$ cat config.mk
export PLATFORM = sky130hd
export DESIGN_NAME = turret_sprite_scheduler
export DESIGN_NICKNAME = d
export VERILOG_FILES = /design/src/rtl/turret_sched_pkg.sv /design/src/rtl/turret_hit_test.sv /design/src/rtl/turret_sprite_scheduler.sv
export SDC_FILE = /design/constraint.sdc
export NUM_CORES = 1
export LEC_CHECK = 0
export ABC_AREA = 0
export ABC_CLOCK_PERIOD_IN_PS = 7300
export BUFFER_PORTS_ARGS = -buffer_cell sky130_fd_sc_hd__buf_4
export CORE_MARGIN = 3
export CORE_UTILIZATION = 55
export DETAILED_ROUTE_END_ITERATION = 8
export PLACE_DENSITY = 0.76
export SETUP_SLACK_MARGIN = 0.02
export SYNTH_ARGS = -nofsm -noshare
export SYNTH_HDL_FRONTEND = slang
export SYNTH_SLANG_ARGS = --single-unit
$ cat constraint.sdc
create_clock -name vga_clk -period 7.3 [get_ports vga_clk]
set_input_delay 0.365 -clock vga_clk [delete_from_list [all_inputs] [get_ports vga_clk]]
set_output_delay 0.365 -clock vga_clk [all_outputs]
set_load 0.005 [all_outputs]
$ cat src/rtl/turret_sched_pkg.sv
// Shared constants and types for the turret sprite scheduler.
// Sprite geometry, palette width, per-instance config record and FSM states.
package turret_sched_pkg;
  localparam int SPR_W           = 43;
  localparam int SPR_H           = 34;
  localparam int IDX_W           = 3;
  localparam int TRANSPARENT_IDX = 0;

  typedef struct packed {
    logic [9:0] x;
    logic [9:0] y;
    logic       en;
  } turret_cfg_t;

  typedef enum logic {
    COLLECT = 1'b0,
    PENDING = 1'b1
  } sched_state_t;
endpackage

$ cat src/rtl/turret_hit_test.sv
// Bounding-box test of the current pixel against one turret instance.
// Offsets are unsigned, so pixels left of or above the sprite wrap to large values and miss.
module turret_hit_test
  import turret_sched_pkg::*;
(
  input  logic [9:0]  DrawX,
  input  logic [9:0]  DrawY,
  input  turret_cfg_t cfg,
  output logic        hit,
  output logic [10:0] dx,
  output logic [10:0] dy
);
  assign dx  = {1'b0, DrawX} - {1'b0, cfg.x};
  assign dy  = {1'b0, DrawY} - {1'b0, cfg.y};
  assign hit = cfg.en && (dx < 11'(SPR_W)) && (dy < 11'(SPR_H));
endmodule

$ cat src/rtl/turret_sprite_scheduler.sv
// Shares one turret sprite ROM among N instances: picks the winning instance per pixel,
// addresses the ROM and aligns its texel to a fixed 3-cycle pixel pipeline.
//
// state   | meaning
// COLLECT | shadow registers accept config writes; cfg_ready high
// PENDING | commit requested; waiting for frame start to copy shadow -> active
module turret_sprite_scheduler
  import turret_sched_pkg::*;
#(
  parameter  int N_TURRETS = 4,
  localparam int ID_W      = $clog2(N_TURRETS)
) (
  input  logic             vga_clk,
  input  logic             reset_n,
  input  logic [9:0]       DrawX,
  input  logic [9:0]       DrawY,
  input  logic             blank,
  input  logic             cfg_valid,
  output logic             cfg_ready,
  input  logic [ID_W-1:0]  cfg_id,
  input  logic [9:0]       cfg_x,
  input  logic [9:0]       cfg_y,
  input  logic             cfg_en,
  input  logic             cfg_commit,
  output logic [10:0]      rom_address,
  input  logic [IDX_W-1:0] rom_q,
  output logic             pix_valid,
  output logic [IDX_W-1:0] pix_index,
  output logic [ID_W-1:0]  pix_id
);
  sched_state_t state;
  turret_cfg_t  shadow [N_TURRETS];
  turret_cfg_t  active [N_TURRETS];

  logic [N_TURRETS-1:0] raw_hit;
  logic [10:0]          dx_vec [N_TURRETS];
  logic [10:0]          dy_vec [N_TURRETS];

  logic            any_hit;
  logic [ID_W-1:0] win_id;
  logic [10:0]     win_dx;
  logic [10:0]     win_dy;
  logic [10:0]     addr_c;

  logic            hit_d1, hit_d2;
  logic [ID_W-1:0] id_d1, id_d2;
  logic            opaque;

  wire frame_start = (DrawX == 10'd0) && (DrawY == 10'd0);

  for (genvar gi = 0; gi < N_TURRETS; gi++) begin : g_hit
    turret_hit_test u_hit (
      .DrawX (DrawX),
      .DrawY (DrawY),
      .cfg   (active[gi]),
      .hit   (raw_hit[gi]),
      .dx    (dx_vec[gi]),
      .dy    (dy_vec[gi])
    );
  end

  // Walk from highest to lowest ID so the lowest-numbered hit is left standing.
  always_comb begin
    any_hit = 1'b0;
    win_id  = '0;
    win_dx  = '0;
    win_dy  = '0;
    for (int i = N_TURRETS - 1; i >= 0; i--) begin
      if (raw_hit[i] && blank) begin
        any_hit = 1'b1;
        win_id  = ID_W'(i);
        win_dx  = dx_vec[i];
        win_dy  = dy_vec[i];
      end
    end
  end

  assign addr_c = win_dy * 11'(SPR_W) + win_dx;

  always_ff @(posedge vga_clk or negedge reset_n) begin
    if (!reset_n) begin
      state     <= COLLECT;
      cfg_ready <= 1'b1;
      for (int i = 0; i < N_TURRETS; i++) begin
        shadow[i] <= '0;
        active[i] <= '0;
      end
    end else begin
      case (state)
        COLLECT: begin
          if (cfg_valid) shadow[cfg_id] <= '{x: cfg_x, y: cfg_y, en: cfg_en};
          if (cfg_commit) begin
            state     <= PENDING;
            cfg_ready <= 1'b0;
          end
        end
        PENDING: begin
          if (frame_start) begin
            for (int i = 0; i < N_TURRETS; i++) active[i] <= shadow[i];
            state     <= COLLECT;
            cfg_ready <= 1'b1;
          end
        end
        default: begin
          state     <= COLLECT;
          cfg_ready <= 1'b1;
        end
      endcase
    end
  end

  // Transparency is judged only on the winner; a clear texel never falls through.
  assign opaque = hit_d2 && (rom_q != IDX_W'(TRANSPARENT_IDX));

  always_ff @(posedge vga_clk or negedge reset_n) begin
    if (!reset_n) begin
      hit_d1      <= 1'b0;
      id_d1       <= '0;
      rom_address <= '0;
      hit_d2      <= 1'b0;
      id_d2       <= '0;
      pix_valid   <= 1'b0;
      pix_index   <= '0;
      pix_id      <= '0;
    end else begin
      hit_d1      <= any_hit;
      id_d1       <= win_id;
      rom_address <= any_hit ? addr_c : 11'd0;
      hit_d2      <= hit_d1;
      id_d2       <= id_d1;
      pix_valid   <= opaque;
      pix_index   <= opaque ? rom_q : '0;
      pix_id      <= opaque ? id_d2 : '0;
    end
  end
endmodule

==> results.txt, run 1 <==
The global placement routability congestion is 0.933. The critical-path maximum fanout came out at 5. The slew at the pin closest to its max-slew limit came out at a little under 1 ns. The power density relative to cell area came out at 163 nW/um^2. The final hold violation count came out at 0.

The initialized floorplan defines 54 standard-cell rows. The post-route clock skew is 0.0116 ns. The total overflow reported by the global router is 0. For this run, the leading register cell type out of synthesis is dfrtp_1. TritonCTS built the clock tree. The flip-flop and latch area is 4830 um^2. The number of enable-type register cells in the synthesized netlist came out at 0. The kind of cell with the highest combined delay along the critical path is adder cells. The first-pass iteration count of the detailed router came out at 5. Once detailed placement completed, the half-perimeter wirelength came to 23.7 mm. The worst-case headroom to the max-slew limit came out at between 30 and 40%. The clock-pin slew of the registers on the worst-case setup and hold paths is 0.08 ns. The overall fraction of global-route tracks in use came out at 26.1%. The path class of the tightest hold or removal check is input port to register. The area growth from synthesis to final layout is 16.6%. The worst setup path category is register to register. The initial antenna violation count is 0. The leakage power summed over all cells came out at 7.34 nW. The total wirelength of the detailed-routed design came out at between 30 and 40 mm. The critical path contains buffers and inverters numbering 5 combined. At the worst endpoint, the arrival time is roughly 7.3 ns. The total number of H-tree levels is 4. The highest achievable clock rate is approximately 0.14 GHz.

Leaving out fill and tap cells, the most frequent cell in the layout is dfrtp_1. For this design, the slowest cell found on the critical path is fa_1. The height of the chip is 157 um.

The worst setup path is launched from a register. The die extent in x is approximately 160 um. The count of boundary I/O pins came out at 69. The detail route stage leaves a number of antenna-violating nets equal to 0.

The ratio of cells with drive above 1 in the final layout is 22.4%. After synthesis, the largest area contributor takes up approximately two fifths of total cell area. After synthesis, the cell types taking the most area are dfrtp_1, ha_1, mux2_2. The area used by multi-input combinational logic is about 7300 um^2. After detailed routing, the average wire length per cell comes to 18.7 um. In this run, CTS created clock tree buffers numbering 17. The first-pass GRT wire length is 50.7 mm. dfrtp_1 takes more of the synthesized area than any other cell.

The post-route minimum period came out at about 7.0 ns. The max-cap violation count is 0. The starting utilization of the core area is 56.7%. IR analysis of the VDD net gives a maximum drop of approximately 140 uV. The pin count of the biggest net entering global routing is 92. The number of global-route vias before repair came out at between 9k and 10k. The core box area is about 22000 um^2. The cell count after synthesis came out at 1290. The port buffer count is 68. The flip-flop and latch count after synthesis is 193. The total number of yosys warnings came out at 0. The die covers 24700 um^2. The total vias in the final route is between 9k and 10k. The insertion delay of the later-clocked pin in the worst-skew pair is 0.44 ns. The number of distinct library cells after synthesis came out at 83. The number of diodes came out at 0. The worst setup path is captured at a register. The required time of the worst setup path came out at 7.60 ns.

In the routed layout, each cell is associated on average with a via count of around 5.8. The count of pins over their slew limit came out at 0. For this run, the slowest stage of the critical path takes around 0.53 ns. Dividing the synthesized area by the synthesized cell count gives 9.74 um^2. The tree is rooted in a clkbuf_16. The final net count is 1602. The part of the cycle the worst path needs is 95.8%.

After synthesis, the share of flip-flops with an asynchronous set or reset is 100%. The sink count of the clock tree is 193. After synthesis the cells add up to 12600 um^2. The worst hold margin is 0.145 ns. The flow ran to the end, and the final reports show no timing, DRC or antenna violations. After routing, the total negative slack on setup checks comes to 0 ns.

The fill cell instance count of the final layout came out at 1778. The DRC marker count from the first detailed-route iteration is 652. The sequential element share of the synthesized area came out at just under 40%. Setup violations remaining at the end of the flow were counted as 0. In the layout the commonest cells are dfrtp_1, inv_1, nand2_1, buf_4, o21ai_0. The maximum buffer depth of the clock tree came out at 2. The post-detailed-route DRC marker count came out at 0.
[path summary, 6_finish.rpt]
| path | slack (ns) | depth (start not counted) | endpoint | startpoint |
|---|---|---|---|---|
| worst max-delay path | 0.30 | 32 | rom_address[10]$_DFF_PN0_ | active[1]$_DFFE_PN0P_ |
| worst min-delay path | 0.15 | 2 | pix_index[2]$_DFF_PN0_ | rom_q[2] |
| worst max register to register | 0.30 | 32 | rom_address[10]$_DFF_PN0_ | active[1]$_DFFE_PN0P_ |
| worst min register to register | 0.35 | 0 | hit_d2$_DFF_PN0_ | hit_d1$_DFF_PN0_ |
| max in group asynchronous | 5.60 | 3 | active[64]$_DFFE_PN0P_ | reset_n |
| min in group asynchronous | 0.40 | 2 | rom_address[2]$_DFF_PN0_ | reset_n |
[synthesized netlist by cell type, types with 5 or more instances]
cell,n
mux2i_1,23
nor3_1,11
o21ai_1,7
o211ai_1,11
o31ai_1,5
mux2_2,90
o31a_1,5
nand2_1,137
ha_1,111
nor4_1,12
xor2_1,20
o21a_1,5
a21oi_1,60
a211oi_1,7
or2_2,7
a21boi_0,5
fa_1,26
nor2b_1,16
nand2b_1,14
nand3_1,16
a31oi_1,12
buf_1,5
xnor2_1,30
dfrtp_1,192
nor3b_1,5
clkbuf_1,26
or3_1,5
o21ai_0,113
inv_1,146
a21o_1,15
nand4_1,8
nor2_1,56
and2_1,8
[what timing repair did]
item,CTS,global route
endpoints found under the setup margin,1,2
buffers inserted,1,8
hold buffers,1,0
hold endpoints to repair,37,0
pin swaps,1,29
resized for setup,2,42
[power breakdown]
part           internal, mW  switching (mW)  leakage, nW
registers              1.10          0.0134         2.27
clock network         0.492           0.466        0.290
logic                 0.142           0.179         4.78
[logic make-up after synthesis]
logic type,share of synthesized area (%)
muxes,9.99
DFF,38.4
other,0.0598
adders and majority gates,15.2
and+or+nand+nor,13.5
AOI/OAI and AO/OA,13.8
buffers and inverters,5.55
xor gates and xnor gates,3.49
[layout make-up]
cell class	count	share of cell area [%]
multi-input cells	925	50.0
flip-flops and latches	193	33.0
repair buffers	130	6.75
inverters	147	3.77
clock buffers	18	2.93
well taps	280	2.39
clock inverters	14	1.18
[registers in the layout, indices dropped and copies added, names as in the netlist]
signal and cells:
pix_id 2, hit_d2 1, shadow 84, id_d2 2, cfg_ready 1, id_d1 2, active 84, rom_address 11
pix_valid 1, pix_index 3, state 1, hit_d1 1
[per-layer routing]
metal	wire (um)	GRT usage, %
met5	0	0
met2	14800	41.3
met1	14600	36.9
met4	809	8.39
met3	1630	4.34
[stage by stage]
stage | instances | util, % | setup WS [ns] | power (mW) | instance area (um^2)
finish | 1707 | 66.1 | 0.305 | 2.39 | 14600
global route | 1707 | 66.1 | -0.0539 | 2.48 | 14600
CTS | 1699 | 64.9 | 0.0771 | 2.39 | 14400
detailed placement | 1665 | 62.1 | -0.267 | 1.43 | 13800
global placement | 1665 | 62.1 | -0.0145 | 1.42 | 13800
floorplan | 1300 | - | 0.308 | 1.30 | 12600
(Power assumes the default switching activity.)
==> run 2, diff against run 1 <==
--- a/config.mk
+++ b/config.mk
@@ -11,6 +11,7 @@
 export CORE_MARGIN = 3
 export CORE_UTILIZATION = 55
 export DETAILED_ROUTE_END_ITERATION = 8
+export GPL_TIMING_DRIVEN = 0
 export PLACE_DENSITY = 0.76
 export SETUP_SLACK_MARGIN = 0.02
 export SYNTH_ARGS = -nofsm -noshare
==> results.txt, run 2 (same netlist as run 1, synthesis figures left out) <==
The run finished with clean final reports. The final setup TNS came out at 0 ns. For the pin with the worst max-slew slack, the measured transition is between 0.9 and 1 ns. After detailed routing, no signal wire sits above met4.

The total vias in the final route is 10.1k. Once the floorplan was initialized, standard cells occupied 56.7% of the core. For the final database, setup skew stands at 0.0142 ns. The area enclosed by the die boundary is ~25000 um^2. The hold path depth is 2. The floorplan step set the die height to between 150 and 200 um.

The kind of cell with the highest combined delay along the critical path is adder cells. Power spread over the standard cell area amounts to 163 nW/um^2. The count of standard-cell rows came out at 54. Based on the critical path, the design can be clocked at up to 0.141 GHz. The largest registers in the layout are active (84), shadow (84), rom_address (11). The number of cells on the worst reg-to-reg path is 32. Port buffering added 68 buffers.

Measured along the x axis, the die boundary spans 157 um. The post-route antenna net violation count came out at 0. The reg-to-reg endpoint is rom_address[10]$_DFF_PN0_. The detailed placer's ending HPWL is 25.2 mm. The setup slack of the most critical reg-to-reg path came out at 0.23 ns.

The number of diodes is 0. In this run the most critical hold path is launched from rom_q[2]. The maximum buffer depth of the clock tree is 2. The count of placed standard cells including taps is 1649. The routed length on met1 is 14.5 mm. The data arrival time of the critical path is 7.41 ns. The post-detailed-route DRC marker count came out at 0. The class of the tightest hold or removal check is input port to register. The detailed-routed wire length on met2 is 15.6 mm. The total number of H-tree levels is 4. The average wire per cell in the routed design came out at 19.5 um.

The path with the worst hold slack has its endpoint at pix_index[2]$_DFF_PN0_. The category of the worst setup path capture point is a register. The core box area is 22200 um^2. The sink count of the clock tree came out at 193. The worst path in the final design needs a cycle of between 7 and 8 ns, including I/O delays and setup. TritonCTS built the clock tree. The highest ir drop seen on vdd came out at 125 uV.

Max-cap violations in this run came to 0. STA classifies the critical path startpoint as a register. The critical-path maximum fanout came out at 6. The part of the cycle the worst path needs is a little over nine tenths. The final hold violation count is 0. The number of global-route vias before repair came out at 9646.

The total overflow reported by the global router came out at 0. The maximum cell stage delay along the critical path is 0.52 ns. The number of clock buffers added by TritonCTS is 17. The worst register-to-register path begins at active[43]$_DFFE_PN0P_. The ratio of cells with drive above 1 in the final layout is 20.1%. The first global-routing pass estimated 51.4 mm of wire.

The worst-path cell with the longest stage delay is fa_1. After detailed routing, the number of vias per cell comes to approximately 6. The final setup violation count is 0. The pin count of the biggest net entering global routing came out at 106. The initial antenna violation count is 0. In the layout the commonest cells are dfrtp_1, inv_1, nand2_1, o21ai_0, ha_1. Across all hold checks on the routed design, the worst slack comes to between 0.1 and 0.15 ns. The number of buffers and inverters on the critical path is 8. At the worst endpoint, the required time is 7.64 ns. The final net count is 1595. The worst setup path is of the register to register kind. The total met3 wirelength after detailed routing is 1.95 mm. For the worst-skew pair, the clock arrives at the later sink with an insertion delay of 0.44 ns. The clock-pin slew of the registers on the worst-case setup and hold paths is about 0.080 ns. The first-pass iteration count of the detailed router came out at 5.

The worst-case headroom to the max-slew limit is 36.8%. The final instance count without filler cells is approximately 1.7k. From synthesis to final layout, the design area changed by 16.0%. The cell chosen for the clock root is clkbuf_16. The overall fraction of global-route tracks in use came out at 27.1%.

The total wirelength of the detailed-routed design came out at 33.2 mm. Pin placement for this block handled between 60 and 70 I/O pins. The DRC marker count from the first detailed-route iteration is just over 800.

The global placement routability congestion came out at about 1. In this run the static leakage power is 7.19 nW. The most common cell after layout, fill and taps aside is dfrtp_1. The count of pins over their slew limit is 0.
==> run 2: area by class of cell <==
type / instances / area (um^2)
buffer: 34 / 148
clock buffer: 19 / 453
clock inverter: 13 / 143
fill: 1712 / 7590
inverter: 147 / 552
multi-input combinational: 925 / 7400
sequential: 193 / 4830
tap: 280 / 350
timing repair buffer: 89 / 698
==> run 2: how the worst max path moves through the flow <==
stage | cells after the start | start | to
2_1_floorplan | 30 | DrawY[0] | rom_address[10]$_DFF_PN0_
3_3_place_gp | 32 | DrawX[0] | rom_address[10]$_DFF_PN0_
3_5_place_dp | 32 | DrawY[0] | rom_address[10]$_DFF_PN0_
4_1_cts | 30 | active[22]$_DFFE_PN0P_ | rom_address[10]$_DFF_PN0_
5_1_grt | 30 | active[22]$_DFFE_PN0P_ | rom_address[10]$_DFF_PN0_
6_report | 32 | active[43]$_DFFE_PN0P_ | rom_address[10]$_DFF_PN0_
==> run 2: repair_timing <==
item,4_1_cts,5_1_grt
endpoints found under the setup margin,3,2
buffers inserted,6,13
gates resized for setup,24,42
endpoints found under the hold margin,88,0
hold buffers,1,0
pin swaps,4,28
==> run 2: worst register-to-register path: cells and delay by family, from the launching register on <==
family	cells	cell delay, ns
flops	1	0.42
fa+ha+maj	7	2.44
xor+xnor	1	0.31
compound gates	9	1.30
buf+inv	8	0.78
mux	3	0.99
simple gates	4	0.74
==> run 2: per-layer routing <==
metal / track usage [%] / up-vias
li1: - / 4700
met1: 36.8 / 4988
met2: 44.1 / 317
met3: 4.70 / 60
met4: 9.55 / 0
met5: 0 / -
==> run 2: through the flow <==
| stage | worst slack, ns | utilization, % | instance area, um^2 | power (mW) |
|---|---|---|---|---|
| 2_1_floorplan | 0.308 | - | 12600 | 1.30 |
| 3_3_place_gp | -1.16 | 60.7 | 13500 | 1.40 |
| 3_5_place_dp | -1.23 | 60.9 | 13500 | 1.41 |
| 4_1_cts | 0.0280 | 64.2 | 14200 | 2.37 |
| 5_1_grt | -0.0246 | 65.8 | 14600 | 2.47 |
| 6_report | 0.228 | 65.8 | 14600 | 2.38 |
==> run 2: report_power, final <==
part           leakage (nW)  switching, mW  internal (mW)
Sequential             2.27         0.0153           1.10
Clock                 0.285          0.458          0.503
Combinational          4.64          0.176          0.132
==> run 3, diff against run 2 <==
--- a/config.mk
+++ b/config.mk
@@ -9,10 +9,9 @@
 export ABC_CLOCK_PERIOD_IN_PS = 7300
 export BUFFER_PORTS_ARGS = -buffer_cell sky130_fd_sc_hd__buf_4
 export CORE_MARGIN = 3
-export CORE_UTILIZATION = 55
+export CORE_UTILIZATION = 25
 export DETAILED_ROUTE_END_ITERATION = 8
 export GPL_TIMING_DRIVEN = 0
-export PLACE_DENSITY = 0.76
 export SETUP_SLACK_MARGIN = 0.02
 export SYNTH_ARGS = -nofsm -noshare
 export SYNTH_HDL_FRONTEND = slang
==> results.txt, run 3 (same netlist as run 1, synthesis figures left out) <==
The flow ran to the end, and the final reports show no timing, DRC or antenna violations. In the global route stage, met2 resource usage came out at 21.9%. The largest registers in the layout are active (84), shadow (84), rom_address (11). The core box area came out at 49300 um^2. The combinational share of power came out at 13.3%. The initial antenna violation count came out at 2. The total vias in the final route came out at around 10k. The ratio of cells with drive above 1 in the final layout came out at a little over a fifth.

Among all stages on the critical path, the largest delay is contributed by fa_1. The setup path with the least slack is of type register to register. The net switching power of the design came out at 0.651 mW.

The global placement routability congestion is approximately 0.96. Once placement finished, the instance area stood at between 10000 and 15000 um^2. The post-route antenna net violation count is 0. Data on the critical path is required at its endpoint by 7.66 ns.

The cell chosen for the clock root is clkbuf_16. During I/O placement, the number of pins put on the boundary was 69. Timing would allow up to 0.142 GHz. The worst-case headroom to the max-slew limit is between 30% and 40%. The data arrival time of the critical path came out at 7.40 ns.

The via-per-instance ratio is 4.75. The layer carrying the most global-route usage is met2. Across the run, the number of max-cap violations was 0. The clock-pin slew of the registers on the worst-case setup and hold paths is 0.07 ns. The flip-flop and latch area is ~4800 um^2.

The final setup violation count came out at 0. In the global route stage, met3 resource usage came out at under 10%. In the layout the commonest cells are dfrtp_1, inv_1, nand2_1, o21ai_0, ha_1. Counting I/O delays and the setup requirement, the final critical path takes ~7 ns. The number of clock buffers added by TritonCTS is 17. The final net count is 1597. The sink count of the clock tree is between 150 and 200. The relative contribution of sequential cells to total power is 47.5%. The port buffer count came out at between 60 and 70. The pin count of the biggest net entering global routing came out at 112. The worst setup path is launched from a register. The proportion of power drawn by the clock network is 39.1%. The first global-routing pass estimated 56.1 mm of wire. The library cell used most frequently in the layout, excluding fill and tap cells, is dfrtp_1. The highest ir drop seen on vdd came out at between 100 and 150 uV.

The count of placed standard cells including taps is 2033. The count of pins over their slew limit is 0. The internal power came out at 1.69 mW. The maximum cell stage delay along the critical path came out at 0.53 ns.

After layout, the worst path uses 96.4% of the clock period. The leakage power summed over all cells is 7.18 nW. Once detailed placement completed, the half-perimeter wirelength came to 28.7 mm. The count of standard-cell rows came out at 81. Summing all multi-input logic gate instances after layout gives 7490 um^2. The first-pass iteration count of the detailed router is 7. The total number of H-tree levels came out at 4.

The die is 230 um wide. The number of global-route vias before repair is 9855. The area growth from synthesis to final layout is 20.5%. The longest clock path from root to sink contains 2 buffers. The final instance count without filler cells is 2086. The slew at the pin closest to its max-slew limit came out at 0.970 ns.

The fill cell instance count of the final layout is roughly 5.2k. Along the worst path, the maximum fanout reaches 4. For this block, the routed nets add up to 36.7 mm of wire.

The met1 routing resource usage after global routing is 19.2%. The switching portion of total power came out at between 20% and 30%. The clock tree from TritonCTS is built. In the final routed layout, each cell accounts on average for 17.6 um. The starting utilization of the core area came out at 25.5%.

The class of the tightest hold or removal check is input port to register. The DRC marker count from the first detailed-route iteration came out at 741. The final hold violation count came to 0. For this run the aggregate overflow at the end of global routing stands at 0. The overall fraction of global-route tracks in use is approximately 14%.

The height of the chip came out at 230 um. For this design the ratio of total power to cell area is 154 nW/um^2. The worst setup path is captured at a register. Summing all non-filler instances in the final layout gives an area of 15100 um^2. The post-detailed-route DRC marker count came out at 0. The area enclosed by the die boundary is 53000 um^2.

The post-route clock skew came out at 0.0210 ns. The insertion delay of the later-clocked pin in the worst-skew pair is 0.46 ns.
## run 3: area by class of cell
class	count	share of cell area, %
Clock inverter	13	0.810
Timing Repair Buffer	90	4.71
Clock buffer	18	2.90
Tap cell	664	5.49
Antenna cell	1	0.0165
Inverter	147	3.64
Multi-Input combinational cell	925	49.5
Buffer	35	1.05
Sequential cell	193	31.9
## run 3: layer usage
layer	wire length (um)	part of all wire, %	vias to the layer above
li1	-	-	4690
met5	0	0	-
met1	17200	47	4915
met4	710	1.9	0
met3	1900	5.2	40
met2	16800	46	262
## run 3: repair_timing
action / in CTS / in global routing
endpoints found under the hold margin: 82 / 0
hold buffers: 1 / 0
setup buffers: 6 / 14
resized for setup: 28 / 59
endpoints found under the setup margin: 5 / 2
pin swaps: 4 / 35
## run 3: per-stage QoR
stage               setup TNS (ns)  hold slack [ns]  power (mW)  utilization [%]  setup slack (ns)
floorplan                        0           0.0694        1.30                -             0.308
global placement             -2.65            0.335        1.40             28.3             -1.34
detailed placement           -2.99            0.336        1.42             28.4             -1.40
CTS                              0            0.105        2.35             29.9            0.0224
global route               -0.0961            0.127        2.44             30.7           -0.0961
finish                           0            0.136        2.34             30.7             0.266
## run 3: critical path, delay by kind of cell, from the launching register on
family	cells	cell delay, ns
and+or+nand+nor	7	1.18
DFF	1	0.42
AOI/OAI and AO/OA	8	1.55
xor gates and xnor gates	3	0.62
muxes	2	0.55
buffers and inverters	3	0.17
adders and majority gates	7	2.44
## run 3: power by group through the flow
stage	sequential [mW]	combinational, mW	clock, mW
2_1_floorplan	1.13	0.176	0
3_3_place_gp	1.13	0.274	0
3_5_place_dp	1.13	0.284	0
4_1_cts	1.11	0.294	0.943
5_1_grt	1.11	0.346	0.982
6_report	1.11	0.311	0.914
## run 3: final timing paths
path	from	to	slack, ns	cells after the start
min in group asynchronous	reset_n	pix_index[0]$_DFF_PN0_	0.48	2
worst min-delay path	rom_q[1]	pix_index[1]$_DFF_PN0_	0.14	2
worst min register to register	hit_d1$_DFF_PN0_	hit_d2$_DFF_PN0_	0.35	0
max in group asynchronous	reset_n	shadow[73]$_DFFE_PN0P_	5.81	3
worst max register to register	active[1]$_DFFE_PN0P_	rom_address[10]$_DFF_PN0_	0.27	30
worst max-delay path	active[1]$_DFFE_PN0P_	rom_address[10]$_DFF_PN0_	0.27	30
